<file path="src/rtl/ibus_master.sv">
// ibus_master: IBUS initiator.
// Converts single host register accesses (byte/word/long, read/write) into
// IBUS transactions. It generates big-endian byte lanes, replicates write data
// across lanes, waits out IBUS_BUSY, extracts read data and reports address
// and bus errors back to the host.
//
// Ports:
//   CLK, RST           clock, synchronous active-high reset
//   CE_R, CE_F         rising/falling phase clock enables (state moves on CE_R only)
//   HOST_A/DI/SZ/WE    host access description, sampled at acceptance
//   HOST_REQ           host request (level)
//   HOST_DO            last completed read data, right-justified, zero-extended
//   HOST_ACK/ERR       completion strobe and error status (one CE_R period)
//   IBUS_A/DO/BA/WE    bus address, write data, byte lanes ([3] = bits 31:24), write
//   IBUS_REQ           bus request
//   IBUS_DI            bus read data
//   IBUS_BUSY/ACT      responder wait and address-decoded indication
//
// Optional feature: define IBUS_MASTER_TIMEOUT_EN to abort an access after
// TIMEOUT busy CE_R periods. Without it a stuck IBUS_BUSY holds ACCESS until reset.

module ibus_master #(
    parameter logic [7:0] TIMEOUT = 8'd255
) (
    input  logic        CLK,
    input  logic        RST,
    input  logic        CE_R,
    input  logic        CE_F,
    input  logic [27:0] HOST_A,
    input  logic [31:0] HOST_DI,
    input  logic [1:0]  HOST_SZ,
    input  logic        HOST_WE,
    input  logic        HOST_REQ,
    output logic [31:0] HOST_DO,
    output logic        HOST_ACK,
    output logic        HOST_ERR,
    output logic [27:0] IBUS_A,
    output logic [31:0] IBUS_DO,
    input  logic [31:0] IBUS_DI,
    output logic [3:0]  IBUS_BA,
    output logic        IBUS_WE,
    output logic        IBUS_REQ,
    input  logic        IBUS_BUSY,
    input  logic        IBUS_ACT
);

    typedef enum logic {IDLE, ACCESS} state_t;

    state_t      state;
    logic [1:0]  sz_q;
    logic [1:0]  off_q;
    logic [7:0]  wait_cnt;

    logic [3:0]  lanes;
    logic [31:0] wdata;
    logic        illegal;
    logic [31:0] rdata;

    // CE_F exists only for interface uniformity; TIMEOUT is idle in the default build.
    logic unused_ok;
    assign unused_ok = &{1'b0, CE_F, TIMEOUT};

    // Lane/data decode of the incoming request (used only at acceptance).
    always_comb begin
        lanes   = 4'b0000;
        wdata   = HOST_DI;
        illegal = 1'b0;
        case (HOST_SZ)
            2'b00: begin
                lanes = 4'b1000 >> HOST_A[1:0];
                wdata = {4{HOST_DI[7:0]}};
            end
            2'b01: begin
                lanes   = HOST_A[1] ? 4'b0011 : 4'b1100;
                wdata   = {2{HOST_DI[15:0]}};
                illegal = HOST_A[0];
            end
            2'b10: begin
                lanes   = 4'b1111;
                illegal = |HOST_A[1:0];
            end
            default: illegal = 1'b1;
        endcase
    end

    // Read data extraction uses the latched size/offset, not the live host inputs.
    always_comb begin
        rdata = IBUS_DI;
        case (sz_q)
            2'b00: begin
                case (off_q)
                    2'd0:    rdata = {24'd0, IBUS_DI[31:24]};
                    2'd1:    rdata = {24'd0, IBUS_DI[23:16]};
                    2'd2:    rdata = {24'd0, IBUS_DI[15:8]};
                    default: rdata = {24'd0, IBUS_DI[7:0]};
                endcase
            end
            2'b01:   rdata = off_q[1] ? {16'd0, IBUS_DI[15:0]} : {16'd0, IBUS_DI[31:16]};
            default: rdata = IBUS_DI;
        endcase
    end

    always_ff @(posedge CLK) begin
        if (RST) begin
            state    <= IDLE;
            sz_q     <= 2'b00;
            off_q    <= 2'b00;
            wait_cnt <= 8'd0;
            HOST_DO  <= 32'd0;
            HOST_ACK <= 1'b0;
            HOST_ERR <= 1'b0;
            IBUS_A   <= 28'd0;
            IBUS_DO  <= 32'd0;
            IBUS_BA  <= 4'd0;
            IBUS_WE  <= 1'b0;
            IBUS_REQ <= 1'b0;
        end else if (CE_R) begin
            HOST_ACK <= 1'b0;
            HOST_ERR <= 1'b0;
            case (state)
                IDLE: begin
                    // HOST_ACK=0 gate spaces back-to-back requests by one CE_R.
                    if (HOST_REQ && !HOST_ACK) begin
                        if (illegal) begin
                            HOST_ACK <= 1'b1;
                            HOST_ERR <= 1'b1;
                        end else begin
                            IBUS_A   <= HOST_A;
                            IBUS_WE  <= HOST_WE;
                            IBUS_REQ <= 1'b1;
                            IBUS_BA  <= lanes;
                            IBUS_DO  <= HOST_WE ? wdata : 32'd0;
                            sz_q     <= HOST_SZ;
                            off_q    <= HOST_A[1:0];
                            wait_cnt <= 8'd0;
                            state    <= ACCESS;
                        end
                    end
                end
                ACCESS: begin
                    if (!IBUS_ACT) begin
                        IBUS_REQ <= 1'b0;
                        IBUS_WE  <= 1'b0;
                        IBUS_BA  <= 4'd0;
                        HOST_ACK <= 1'b1;
                        HOST_ERR <= 1'b1;
                        state    <= IDLE;
                    end else if (IBUS_BUSY) begin
`ifdef IBUS_MASTER_TIMEOUT_EN
                        if (wait_cnt == TIMEOUT) begin
                            IBUS_REQ <= 1'b0;
                            IBUS_WE  <= 1'b0;
                            IBUS_BA  <= 4'd0;
                            HOST_ACK <= 1'b1;
                            HOST_ERR <= 1'b1;
                            state    <= IDLE;
                        end else if (wait_cnt != 8'hFF) begin
                            wait_cnt <= wait_cnt + 8'd1;
                        end
`else
                        if (wait_cnt != 8'hFF) begin
                            wait_cnt <= wait_cnt + 8'd1;
                        end
`endif
                    end else begin
                        if (!IBUS_WE) begin
                            HOST_DO <= rdata;
                        end
                        IBUS_REQ <= 1'b0;
                        IBUS_WE  <= 1'b0;
                        IBUS_BA  <= 4'd0;
                        HOST_ACK <= 1'b1;
                        state    <= IDLE;
                    end
                end
                default: state <= IDLE;
            endcase
        end
    end

endmodule

</file>
<file path="config.mk">
export PLATFORM = sky130hd
export DESIGN_NAME = ibus_master
export DESIGN_NICKNAME = d
export VERILOG_FILES = /design/src/rtl/ibus_master.sv
export SDC_FILE = /design/constraint.sdc
export NUM_CORES = 1
export LEC_CHECK = 0
export ABC_AREA = 1
export BUFFER_PORTS_ARGS = -buffer_cell sky130_fd_sc_hd__buf_4
export CORE_UTILIZATION = 52
export CTS_CLUSTER_DIAMETER = 40
export CTS_CLUSTER_SIZE = 20
export DETAILED_ROUTE_END_ITERATION = 6
export HOLD_SLACK_MARGIN = 0.1
export PLACE_DENSITY = 0.86
export SLEW_MARGIN = 20
export SYNTH_ARGS = -nofsm -noshare
export SYNTH_HDL_FRONTEND = slang
export SYNTH_SLANG_ARGS = --single-unit
</file>
<file path="constraint.sdc">
create_clock -name CLK -period 2.56 [get_ports CLK]
set_input_delay 0.512 -clock CLK [delete_from_list [all_inputs] [get_ports CLK]]
set_output_delay 0.512 -clock CLK [all_outputs]
set_load 0.02 [all_outputs]
</file>
Word level (Yosys, flattened, before mapping) --
Cells that the tools add are included.
Word-level totals: register bits 105, input bits 102, logic and storage cells 66
Cells by class: equal/unequal tests 8, shift-type cells 1, multiplexer cells 33, bitwise operators 4, reductions and logical operators 9
Operator list (count):
- one-hot mux 32 bit (2 select lines) | 2
- two-way mux 32 bit | 1
- one-hot mux 8 bit (3 select lines) | 1
- two-way mux 4 bit | 5
- two-way mux 16 bit | 1
- two-way mux 1 bit | 15
- one-hot mux 4 bit (3 select lines) | 1
- one-hot mux 1 bit (2 select lines) | 5
- one-hot mux 4 bit (2 select lines) | 1
- AND reduction 4 bit | 2
- == test 2 x 1 -> 1 bit, second input constant | 3
- logical NOT 2 bit | 3
- AND reduction 5 bit | 1
- == test 2 bit, second input constant | 2
- inequality test 2 bit, second input constant | 2
- NOT 1 bit | 4
- >> shifter 4 x 2 -> 4 bit, first input constant | 1
- inequality test 3 bit, second input constant | 1
- one-hot mux 1 bit (3 select lines) | 1
- OR reduction 2 bit | 1
- logical AND 1 bit | 1
- logical NOT 1 bit | 1

Logic depth before layout (Yosys ltp) --
Gate-level depths: netlist of the first run.
word-level depth 5, mapped depth 10

Worst setup path after synthesis of the first run --
OpenSTA, ideal clock, no wires.
kind input port to flip-flop, start point input port HOST_SZ[0], end point register IBUS_A[18], library setup time 0.116 ns, arrival 1.398 ns, data required time 2.444 ns, slack 1.047 ns, stages 9, cells stage by stage buf_6 -> nor2_2 -> nand2_2 -> nand2_4 -> nand2_4 -> buf_6 -> buf_6 -> o21ai_0 -> nor2_1
On the way: longest elaborated chain between the ends 4, elaborated cells on any way between the ends 6, those cells by class eq/ne: 2; mux: 1; bitwise: 1; reduce/logical: 2
Ends and longest elaborated chain:
- start, declared | RTL line 31 | input logic [1:0] HOST_SZ,
- == test 2 bit (tied with other cells) | RTL line 68 | case (HOST_SZ)
- one-hot mux 1 bit (3 select lines) * | RTL line 68
- NOT 1 bit (no source line) *
- AND reduction 4 bit (no source line) *
- end signal, assigned | RTL line 112 | IBUS_A <= 28'd0;
- end signal, assigned | RTL line 128 | IBUS_A <= HOST_A;
- end, declared | RTL line 37 | output logic [27:0] IBUS_A,
Mark *: on every way between the ends. The rest lies on a longest branch, timed or not. A chain may end at the register's enable or synchronous reset.

Worst setup path in the final report of the first run --
start point register IBUS_A[1], end point output port IBUS_A[1]
No word-level cell between the ends.

==> out/results.tsv, run 1 <==
metric	value	unit
run status	finished, violations left	
failing checks	DRC	
clock sink total	103	
routed wire length	13400	µm
CP arrival	1.39	ns
post-layout util	0.728	
floorplan die area	0.00969	mm²
switching part of the total power	0.298	
internal portion of total power	0.00233	W
Setup TNS Final	0	ns
warning count from the yosys run	0	
pwr/cell area	516	mW/mm²
Final setup violation count	0	
cts bufs inserted	9	
launching element type of the critical path	flip-flop	
length of the first detailed-routing pass in iterations	7	
worst hold path class	in2reg	
maximum buffer depth of the clock tree	2	
required time at the endpoint of the critical path	2.05	ns
synthesized netlist net count	833	
remaining antenna violation count	0	
total via count after detailed routing	5207	
CTS clock-pin slew for the worst setup and hold paths	0.11	ns
Final Hold Viols	0	
antenna fix cells	0	
wire length of the first global-routing pass	21500	µm
final net count	1006	
post-DR vias/cell	5.12	
fraction of final layout cells sized beyond drive strength 1	0.261	
initial cell density of the core	0.547	
Clk network pwr share	0.296	
placeable core area	0.00885	mm²
Max transition margin	0.613	
switching power of the nets	0.000990	W
transition time of the tightest slew-check pin	0.580	ns
number of pins with negative max-slew slack in the final report	0	
relative contribution of sequential cells to total power	0.511	
# Max-Cap Violations	0	
reported leakage power	3.15	nW
root buffer selected by CTS	clkbuf_8	
Hold WS	0.381	ns
first-iteration detailed-routing DRC count	280	
maximum fanout along the worst path	14	
average wire per cell in the routed design	13.2	µm
GP Congestion	0.927	
top-level port count	202	
worst-case vdd ir drop	0.271	mV
CTS Hold Bufs	0	
critical path start-end classification	reg2out	
DRC	14	
antenna violations before repair	0	
capturing element type of the critical path	output port	
synthesized cell area	0.00484	mm²
Highest Clock Rate	525	MHz
part of the Yosys area used for sequential elements	0.426	
clock latency reported for the late side of the worst-skew pair	0.36	ns
Chip Height	98.4	µm
gr ovfl total	0	
Worst Skew	0.0168	ns
die width	98.4	µm
total half-perimeter wirelength after legalization and detailed placement	9890	µm
All-Layer GR Usage	0.276	
vias in the first global route	4724	
number of standard cells after synthesis	731	
synthesized area divided by synthesized cell count	6.62	µm²
IO Port Bufs	200	
minimum clock period	1.91	ns
number of setup buffers added after CTS	0	
#FFs+latches synth	103	
H-tree depth	3	
number of placement rows	34	
combinational share of power	0.193	
Distinct cells, synth	25	
fin crit share	0.744	
TritonCTS clock tree	built	
count of cells resized by post-cts repair	0	
area delta synth->final	33.3	%
largest net degree at the start of global routing	67	
unrepaired setup endpoints after global routing	false	
state kept, by name, summed over array words and instances (netlist names):
register and cells:
HOST_ERR 1, IBUS_BA 4, HOST_ACK 1, IBUS_REQ 1, sz_q 2, HOST_DO 32
state 1, IBUS_DO 32, IBUS_A 28, IBUS_WE 1
layout by cell type, fill, tap and decap left out, types with 4 or more instances in the layout:
master	n
nor2_1	156
a21oi_1	49
nand2_1	174
buf_4	204
inv_2	4
inv_1	59
nand3_1	36
o21ai_0	88
dfxtp_1	103
clkbuf_8	10
power groups by stage:
stage | Sequential (W) | Combinational [W] | Clock, W
after CTS | 0.00170 | 0.000639 | 0.00100
after global placement | 0.00173 | 0.000625 | 0
after global routing | 0.00171 | 0.000708 | 0.00107
after detailed placement | 0.00174 | 0.000637 | 0
final | 0.00170 | 0.000641 | 0.000983
after floorplan | 0.00180 | 0.000301 | 0
cell usage after synthesis (all sizes together):
cell type,n,share of area
buf,24,0.048
or2,1,0.0013
nand3,36,0.037
nor3,1,0.0021
nand4,1,0.0013
dfxtp,103,0.43
a21oi,50,0.053
a31oi,1,0.0013
nor2,159,0.13
inv,62,0.048
clkbuf,21,0.016
o22ai,1,0.0013
o21ai,91,0.094
nand2,178,0.14
clkinv,2,0.0016
worst max-delay path, cell delays in order (launching register included):
cell     delay, ns
dfxtp_1       0.61
buf_4         0.26
buf_4         0.16
cells by family (layout without fill, tap and decap cells):
logic type,count (synthesis),count (layout),share of synthesized area
DFF,103,103,0.426
and+or+nand+nor,376,376,0.310
buffers and inverters,109,287,0.114
AOI/OAI and AO/OA,143,143,0.149
worst paths after layout:
check                                 start           to  slack (ns)  cells past startpoint
worst max-delay path              IBUS_A[1]    IBUS_A[1]        0.65                      2
worst min-delay path                   CE_R     HOST_ACK        0.38                      2
worst max register to register      sz_q[1]   HOST_DO[0]        0.87                      7
worst min register to register  HOST_DO[30]  HOST_DO[30]        0.47                      2
metal layers:
| layer | GRT usage | part of all wire | up-vias |
|---|---|---|---|
| li1 | - | - | 2630 |
| met3 | 0.0532 | 0.086 | 36 |
| met4 | 0.117 | 0.029 | 0 |
| met5 | 0 | 0 | - |
| met1 | 0.329 | 0.40 | 2309 |
| met2 | 0.485 | 0.48 | 232 |
layout make-up:
| type | instances | area [µm²] |
|---|---|---|
| Timing Repair Buffer | 207 | 1590 |
| Tap cell | 108 | 135 |
| Fill cell | 762 | 2400 |
| Clock buffer | 10 | 138 |
| Clock inverter | 6 | 50.0 |
| Sequential cell | 103 | 2060 |
| Inverter | 64 | 240 |
| Multi-Input combinational cell | 519 | 2230 |
through the flow:
stage	cells	power (W)	area (µm²)	setup slack, ns
2_1_floorplan	731	0.00210	4840	1.05
4_1_cts	1017	0.00334	6440	0.661
3_3_place_gp	1001	0.00236	6260	0.656
5_1_grt	1017	0.00348	6440	0.592
6_report	1017	0.00333	6440	0.655
3_5_place_dp	1001	0.00237	6260	0.591
Note: power is estimated with default switching activity, not from simulation.
==> run 2: changes to the inputs <==
--- a/config.mk
+++ b/config.mk
@@ -5,14 +5,14 @@
 export SDC_FILE = /design/constraint.sdc
 export NUM_CORES = 1
 export LEC_CHECK = 0
-export ABC_AREA = 1
+export ABC_AREA = 0
 export BUFFER_PORTS_ARGS = -buffer_cell sky130_fd_sc_hd__buf_4
-export CORE_UTILIZATION = 52
+export CORE_UTILIZATION = 43
 export CTS_CLUSTER_DIAMETER = 40
 export CTS_CLUSTER_SIZE = 20
 export DETAILED_ROUTE_END_ITERATION = 6
 export HOLD_SLACK_MARGIN = 0.1
-export PLACE_DENSITY = 0.86
+export PLACE_DENSITY = 0.77
 export SLEW_MARGIN = 20
 export SYNTH_ARGS = -nofsm -noshare
 export SYNTH_HDL_FRONTEND = slang
==> constraint.sdc (replaced) <==
create_clock -name CLK -period 1.6 [get_ports CLK]
set_input_delay 0.32 -clock CLK [delete_from_list [all_inputs] [get_ports CLK]]
set_output_delay 0.32 -clock CLK [all_outputs]
set_load 0.02 [all_outputs]
==> run 2 against run 1 <==
  * The run now ends clean
  * Critical endpoint is now HOST_DO[1]
  * Wire length is 6.3% higher
  * Sequential share of layout area is 0.11 points lower
  * Cell area is 0.41% higher
  * Clock skew is 0.0048 ns lower
  * Largest power group unchanged
  * Largest cell class unchanged
  * Combinational power is 28% higher
==> out/results.tsv, run 2 <==
metric	value	unit	change
most common cell after layout, fill and taps aside	buf_4		unchanged
root buffer selected by CTS	clkbuf_8		unchanged
number of setup buffers added after CTS	0		unchanged
Distinct cells, synth	35		was 25
top-level port count	202		unchanged
gr ovfl total	0		unchanged
origin of the worst setup path	IBUS_WE		was IBUS_A[1]
synthesized area divided by synthesized cell count	8.05	µm²	was 6.62 µm²
CTS clock-pin slew for the worst setup and hold paths	0.11	ns	about the same
total via count after detailed routing	4804		was 5207
IO Port Bufs	200		unchanged
worst r2r path cells	5		was 7
average wire per cell in the routed design	16.0	µm	was 13.2 µm
pwr/cell area	772	mW/mm²	was 516 mW/mm²
maximum buffer depth of the clock tree	2		unchanged
initial cell density of the core	0.444		was 0.547
R2R Setup Slk	0.1	ns	was 0.87 ns
top routing layer in use	met4		unchanged
reg2reg end	HOST_DO[1]		was HOST_DO[0]
first-iteration detailed-routing DRC count	238		was 280
Synth Area in Compound Gates	0.193		was 0.149
number of standard cells after synthesis	569		was 731
launching element type of the critical path	flip-flop		unchanged
vias in the first global route	4565		was 4724
Area contributors post-synth	dfxtp_1 (45%), nand2_1 (10%), a21oi_1 (9.4%), nand3_1 (6.0%), mux2_2 (3.9%)		was dfxtp_1 (43%), nand2_1 (14%), nor2_1 (12%), o21ai_0 (9.1%), a21oi_1 (5.1%)
Chip Height	105	µm	was 98.4 µm
total power draw	0.00500	W	was 0.00333 W
synthesized cell area	0.00458	mm²	was 0.00484 mm²
required time at the endpoint of the critical path	1.88	ns	was 2.05 ns
antenna violations before repair	0		unchanged
fraction of final layout cells sized beyond drive strength 1	0.350		was 0.261
Hold WS	0.186	ns	was 0.381 ns
Worst setup endpoint	HOST_DO[1]		was IBUS_A[1]
Final setup violation count	0		unchanged
library cell occupying the most area in the post-synthesis netlist	dfxtp_1		unchanged
antenna fix cells	0		unchanged
remaining antenna violation count	0		unchanged
Worst Skew	0.0120	ns	was 0.0168 ns
GP Congestion	0.846		was 0.927
top-area cell type share of the netlist area	0.450		was 0.426
# Max-Cap Violations	0		unchanged
cts bufs inserted	9		unchanged
most used cells in the layout excluding fill and tap cells	buf_4 (216), nand2_1 (123), dfxtp_1 (102)		was buf_4 (204), nand2_1 (174), nor2_1 (156)
worst-case vdd ir drop	0.394	mV	was 0.271 mV
floorplan die area	0.0111	mm²	was 0.00969 mm²
maximum fanout along the worst path	39		was 14
xor/xnor cell area share of the yosys netlist	0		unchanged
synthesized netlist net count	671		was 833
routed length on met2	7230	µm	was 6440 µm
most frequent cell after synthesis	nand2_1		unchanged
post-synthesis adder-cell area fraction	0		unchanged
largest net degree at the start of global routing	51		was 67
EDFF count, synth	0		unchanged
met3 wire len	1100	µm	was 1160 µm
part of the Yosys area used for sequential elements	0.450		was 0.426
die width	105	µm	was 98.4 µm
Commonest cells post-synth	nand2_1 (123), dfxtp_1 (103), a21oi_1 (86), nand3_1 (55), clkbuf_1 (33)		was nand2_1 (174), nor2_1 (156), dfxtp_1 (103), o21ai_0 (88), inv_1 (59)
run status	finished, final reports clean		was finished, violations left
final net count	852		was 1006
total half-perimeter wirelength after legalization and detailed placement	10300	µm	was 9890 µm
worst hold path class	in2reg		unchanged
#FFs+latches synth	103		unchanged
DRC	0		was 14
clock latency reported for the late side of the worst-skew pair	0.37	ns	was 0.36 ns
registers with the most flip-flops	HOST_DO: 32 flops, IBUS_DO: 32 flops, IBUS_A: 28 flops		unchanged
length of the first detailed-routing pass in iterations	4		was 7
All-Layer GR Usage	0.252		was 0.276
warning count from the yosys run	0		unchanged
area delta synth->final	41.3	%	was 33.3%
placeable core area	0.0103	mm²	was 0.00885 mm²
share of async-settable or async-resettable flops after synthesis	0		unchanged
fin crit share	0.939		
Final Hold Viols	0		unchanged
Max transition margin	0.613		about the same
dominant synthesized flop cell	dfxtp_1		unchanged
Highest Clock Rate	666	MHz	
clock sink total	103		unchanged
Metal-1 WL	5850	µm	was 5430 µm
critical path start-end classification	reg2reg		was reg2out
routed wire length	14300	µm	was 13400 µm
largest family of logic cells by synthesized area	simple AND/OR/NAND/NOR gates		unchanged
TritonCTS clock tree	built		unchanged
number of filler cells placed in the layout	921		was 762
number of placement rows	37		was 34
Setup TNS Final	0	ns	unchanged
reported leakage power	2.75	nW	was 3.15 nW
fraction of the mapped netlist area in simple logic gates	0.228		was 0.310
H-tree depth	3		unchanged
reg2reg start	IBUS_WE		was sz_q[1]
CP arrival	1.78	ns	was 1.39 ns
minimum clock period	1.50	ns	
wire length of the first global-routing pass	22300	µm	was 21500 µm
capturing element type of the critical path	flip-flop		was output port
transition time of the tightest slew-check pin	0.580	ns	about the same
share of synthesized area spent on multiplexers	0.0743		was 0
post-DR vias/cell	5.39		was 5.12
number of pins with negative max-slew slack in the final report	0		unchanged
run 2: cell types whose count changed in the layout (fill, tap and decap cells not counted), sizes merged, moves of 19 or more:
cell,before,now
a21oi,50,87
inv,67,2
nand2,178,123
nor2,159,26
o21ai,91,9
nand3,36,55
run 2: worst min-delay path by stage:
stage | startpoint | to | slack, ns | cells past startpoint
after global routing | HOST_A[27] | IBUS_A[27] | 0.16 | 3
after floorplan | HOST_A[0] | IBUS_A[0] | 0.46 | 2
final | HOST_A[6] | IBUS_A[6] | 0.19 | 3
after detailed placement | IBUS_DO[31] | IBUS_DO[31] | 0.45 | 2
after global placement | IBUS_DO[22] | IBUS_DO[22] | 0.44 | 2
after CTS | HOST_A[27] | IBUS_A[27] | 0.17 | 3
run 2: timing repair:
item,in CTS,in global routing
hold buffers,0,0
setup endpoints to repair,1,80
gates resized for setup,1,7
run 2: worst max-delay path, cell delays in order, from the launching register on:
cell and delay [ns]:
dfxtp_1 0.37, nor4bb_4 0.29, and2_1 0.20, buf_12 0.21, nor2_1 0.07, nor4_2 0.25
run 2: power breakdown:
part           internal [W]  switching (W)
combinational      0.000395       0.000426
sequential          0.00262      0.0000317
clock              0.000576       0.000954
total               0.00359        0.00141
run 2: per-stage QoR:
step                worst slack (ns)  utilization  cell area [µm²]  instances
finish                        0.0982        0.627             6470        891
global route                -0.00519        0.627             6470        891
CTS                          0.00530        0.624             6440        891
detailed placement           -0.0655        0.606             6260        875
global placement            -0.00620        0.606             6260        875
floorplan                     0.0243            -             4590        569
run 2: cell families after synthesis:
logic type / after synthesis
AND/OR/NAND/NOR: 236
multiplexers: 32
AO/OA/AOI/OAI: 143
flip-flops: 103
buffers and inverters: 55
run 2: area by class of cell:
| type | instances | area, µm² | area share |
|---|---|---|---|
| clock buffers | 10 | 128 | 0.0197 |
| well taps | 136 | 170 | 0.0263 |
| multi-input cells | 411 | 2300 | 0.356 |
| clock inverters | 6 | 47.5 | 0.00735 |
| repair buffers | 223 | 1750 | 0.271 |
| flip-flops and latches | 103 | 2060 | 0.319 |
| inverters | 2 | 7.51 | 0.00116 |
run 2: layer usage:
| layer | vias up | global-route usage |
|---|---|---|
| met5 | - | 0 |
| met4 | 0 | 0.0875 |
| met3 | 10 | 0.0513 |
| met2 | 193 | 0.451 |
| met1 | 2254 | 0.299 |
| li1 | 2347 | - |
==> run 3: changes to the inputs <==
--- a/config.mk
+++ b/config.mk
@@ -12,7 +12,7 @@
 export CTS_CLUSTER_SIZE = 20
 export DETAILED_ROUTE_END_ITERATION = 6
 export HOLD_SLACK_MARGIN = 0.1
-export PLACE_DENSITY = 0.77
+export PLACE_DENSITY = 0.86
 export SLEW_MARGIN = 20
 export SYNTH_ARGS = -nofsm -noshare
 export SYNTH_HDL_FRONTEND = slang
==> run 3 against run 2 <==
  * Sequential share of layout area is 0.31 points lower
  * Cell area is 0.93% higher
  * Sequential power hardly changed
  * Final cell count is 0.11% higher
  * Hold slack better by 0.020 ns
  * Die area stayed put
  * Setup slack better by 0.020 ns
  * Power is 2.9% higher
  * Non-clock buffer count is 1 higher
  * Wire length is 0.48% lower
  * Core utilization is 0.58 points higher
==> out/results.tsv, run 3 (synthesis results as in run 2) <==
metric	value	unit	change
crit path cell chain	nand4bb_1, a21oi_4, buf_12, nand3_1, a21oi_1		was nor4bb_4, and2_1, buf_12, nor2_1, nor4_2
R2R Setup Slk	0.12	ns	was 0.1 ns
finished layout cell area	0.00653	mm²	was 0.00647 mm²
number of setup buffers added after CTS	0		unchanged
maximum buffer depth of the clock tree	2		unchanged
placed standard-cell area	0.00626	mm²	about the same
# Max-Cap Violations	0		unchanged
largest net degree at the start of global routing	48		was 51
first-iteration detailed-routing DRC count	340		was 238
launching element type of the critical path	flip-flop		unchanged
CP arrival	1.76	ns	was 1.78 ns
reg2reg end	IBUS_DO[15]		was HOST_DO[1]
Worst Skew	0.00913	ns	was 0.0120 ns
Highest Clock Rate	675	MHz	was 666 MHz
met3 wire len	1150	µm	was 1100 µm
remaining antenna violation count	0		unchanged
number of cells on the worst hold path	3		unchanged
top-level port count	202		unchanged
post-DR vias/cell	5.46		was 5.39
CTS clock-pin slew for the worst setup and hold paths	0.10	ns	was 0.11 ns
vias in the first global route	4570		was 4565
routed length on met2	7120	µm	was 7230 µm
hold path endpoint	IBUS_A[26]		was IBUS_A[6]
number of placement rows	37		unchanged
CTS Hold Bufs	0		unchanged
Metal-1 WL	5610	µm	was 5850 µm
transition time of the tightest slew-check pin	0.554	ns	was 0.580 ns
Worst Hold Launch	HOST_A[26]		was HOST_A[6]
TritonCTS clock tree	built		unchanged
worst-case vdd ir drop	0.391	mV	was 0.394 mV
fin crit share	0.926		was 0.939
total half-perimeter wirelength after legalization and detailed placement	10200	µm	was 10300 µm
cell with the largest stage delay on the worst path	dfxtp_1		unchanged
H-tree depth	3		unchanged
unrepaired setup endpoints after global routing	false		
maximum fanout along the worst path	25		was 39
most common cell after layout, fill and taps aside	buf_4		unchanged
most used cells in the layout excluding fill and tap cells	buf_4 (215), nand2_1 (123), dfxtp_1 (103)		was buf_4 (216), nand2_1 (123), dfxtp_1 (102)
cts bufs inserted	9		unchanged
critical path start-end classification	reg2reg		unchanged
length of the first detailed-routing pass in iterations	5		was 4
placeable core area	0.0103	mm²	unchanged
worst hold path class	in2reg		unchanged
clock latency reported for the late side of the worst-skew pair	0.35	ns	was 0.37 ns
Final setup violation count	0		unchanged
reg2reg start	state		was IBUS_WE
gr ovfl total	0		unchanged
Final Hold Viols	0		unchanged
clock sink total	103		unchanged
total via count after detailed routing	4869		was 4804
reported leakage power	2.79	nW	was 2.75 nW
area delta synth->final	42.6	%	was 41.3%
root buffer selected by CTS	clkbuf_8		unchanged
registers with the most flip-flops	HOST_DO: 32 flops, IBUS_DO: 32 flops, IBUS_A: 28 flops		unchanged
pwr/cell area	787	mW/mm²	was 772 mW/mm²
number of pins with negative max-slew slack in the final report	0		unchanged
GP Congestion	0.890		was 0.846
IO Port Bufs	200		unchanged
top routing layer in use	met4		unchanged
final net count	853		was 852
DRC	0		unchanged
worst r2r path cells	5		unchanged
run status	finished, final reports clean		unchanged
antenna violations before repair	0		unchanged
die width	105	µm	unchanged
floorplan die area	0.0111	mm²	unchanged
number of filler cells placed in the layout	851		was 921
wire length of the first global-routing pass	22000	µm	was 22300 µm
biggest cell delay along the critical path	0.34	ns	was 0.37 ns
average wire per cell in the routed design	15.9	µm	was 16.0 µm
required time at the endpoint of the critical path	1.88	ns	about the same
initial cell density of the core	0.444		unchanged
capturing element type of the critical path	flip-flop		unchanged
Hold WS	0.205	ns	was 0.186 ns
Max transition margin	0.631		was 0.613
fraction of final layout cells sized beyond drive strength 1	0.344		was 0.350
antenna fix cells	0		unchanged
minimum clock period	1.48	ns	was 1.50 ns
routed wire length	14200	µm	was 14300 µm
Chip Height	105	µm	unchanged
All-Layer GR Usage	0.247		was 0.252
## run 3: cell types whose count changed in the layout (fill, tap and decap cells not counted), sizes merged
cell and change:
clkbuf +6, bufinv +1, buf -1, clkinvlp -1, clkinv -4
## run 3: metrics by stage
stage	utilization	cells	setup TNS [ns]	total power, W	setup slack (ns)
detailed placement	0.606	874	-3.97	0.00352	-0.156
floorplan	-	569	0	0.00310	0.0243
global placement	0.606	874	-0.923	0.00349	-0.0348
global route	0.633	892	0	0.00538	0.0100
CTS	0.627	890	0	0.00517	0.0444
finish	0.633	892	0	0.00514	0.118
## run 3: what timing repair did
action | 4_1_cts | 5_1_grt
gates resized for setup | 2 | 2
cloned | 0 | 2
endpoints found under the setup margin | 20 | 4
## run 3: worst max path at each step
stage | startpoint | cells after the start | slack (ns) | to
6_report | state | 5 | 0.12 | IBUS_DO[15]
3_5_place_dp | IBUS_BUSY | 6 | -0.16 | HOST_DO[2]
5_1_grt | state | 5 | 0.01 | IBUS_DO[5]
2_1_floorplan | IBUS_A[0] | 6 | 0.02 | HOST_DO[0]
3_3_place_gp | HOST_A[1] | 6 | -0.03 | IBUS_A[11]
4_1_cts | IBUS_WE | 5 | 0.04 | HOST_DO[2]
## run 3: where the power goes
| part | switching (W) | internal (W) |
|---|---|---|
| Combinational | 0.000428 | 0.000401 |
| Clock | 0.000850 | 0.000816 |
| Sequential | 0.0000306 | 0.00262 |
## run 3: final cells by class
cell class              count  area, µm²  share of cell area
multi-input cells         411       2290               0.350
inverters                   2       7.51             0.00115
repair buffers            224       1800               0.276
well taps                 136        170              0.0261
clock buffers              14        163              0.0249
flip-flops and latches    103       2060               0.316
clock inverters             2       38.8             0.00594
## run 3: metal layers
layer	vias to the layer above	global-route usage
li1	2350	-
met1	2260	0.296
met2	235	0.424
met3	24	0.0550
met4	0	0.105
met5	-	0
## run 3: critical path, delay by kind of cell (launching register included)
family,cells,cell delay (ns)
flip-flops,1,0.34
AND/OR/NAND/NOR,2,0.39
buffers and inverters,1,0.21
AO/OA/AOI/OAI,2,0.48
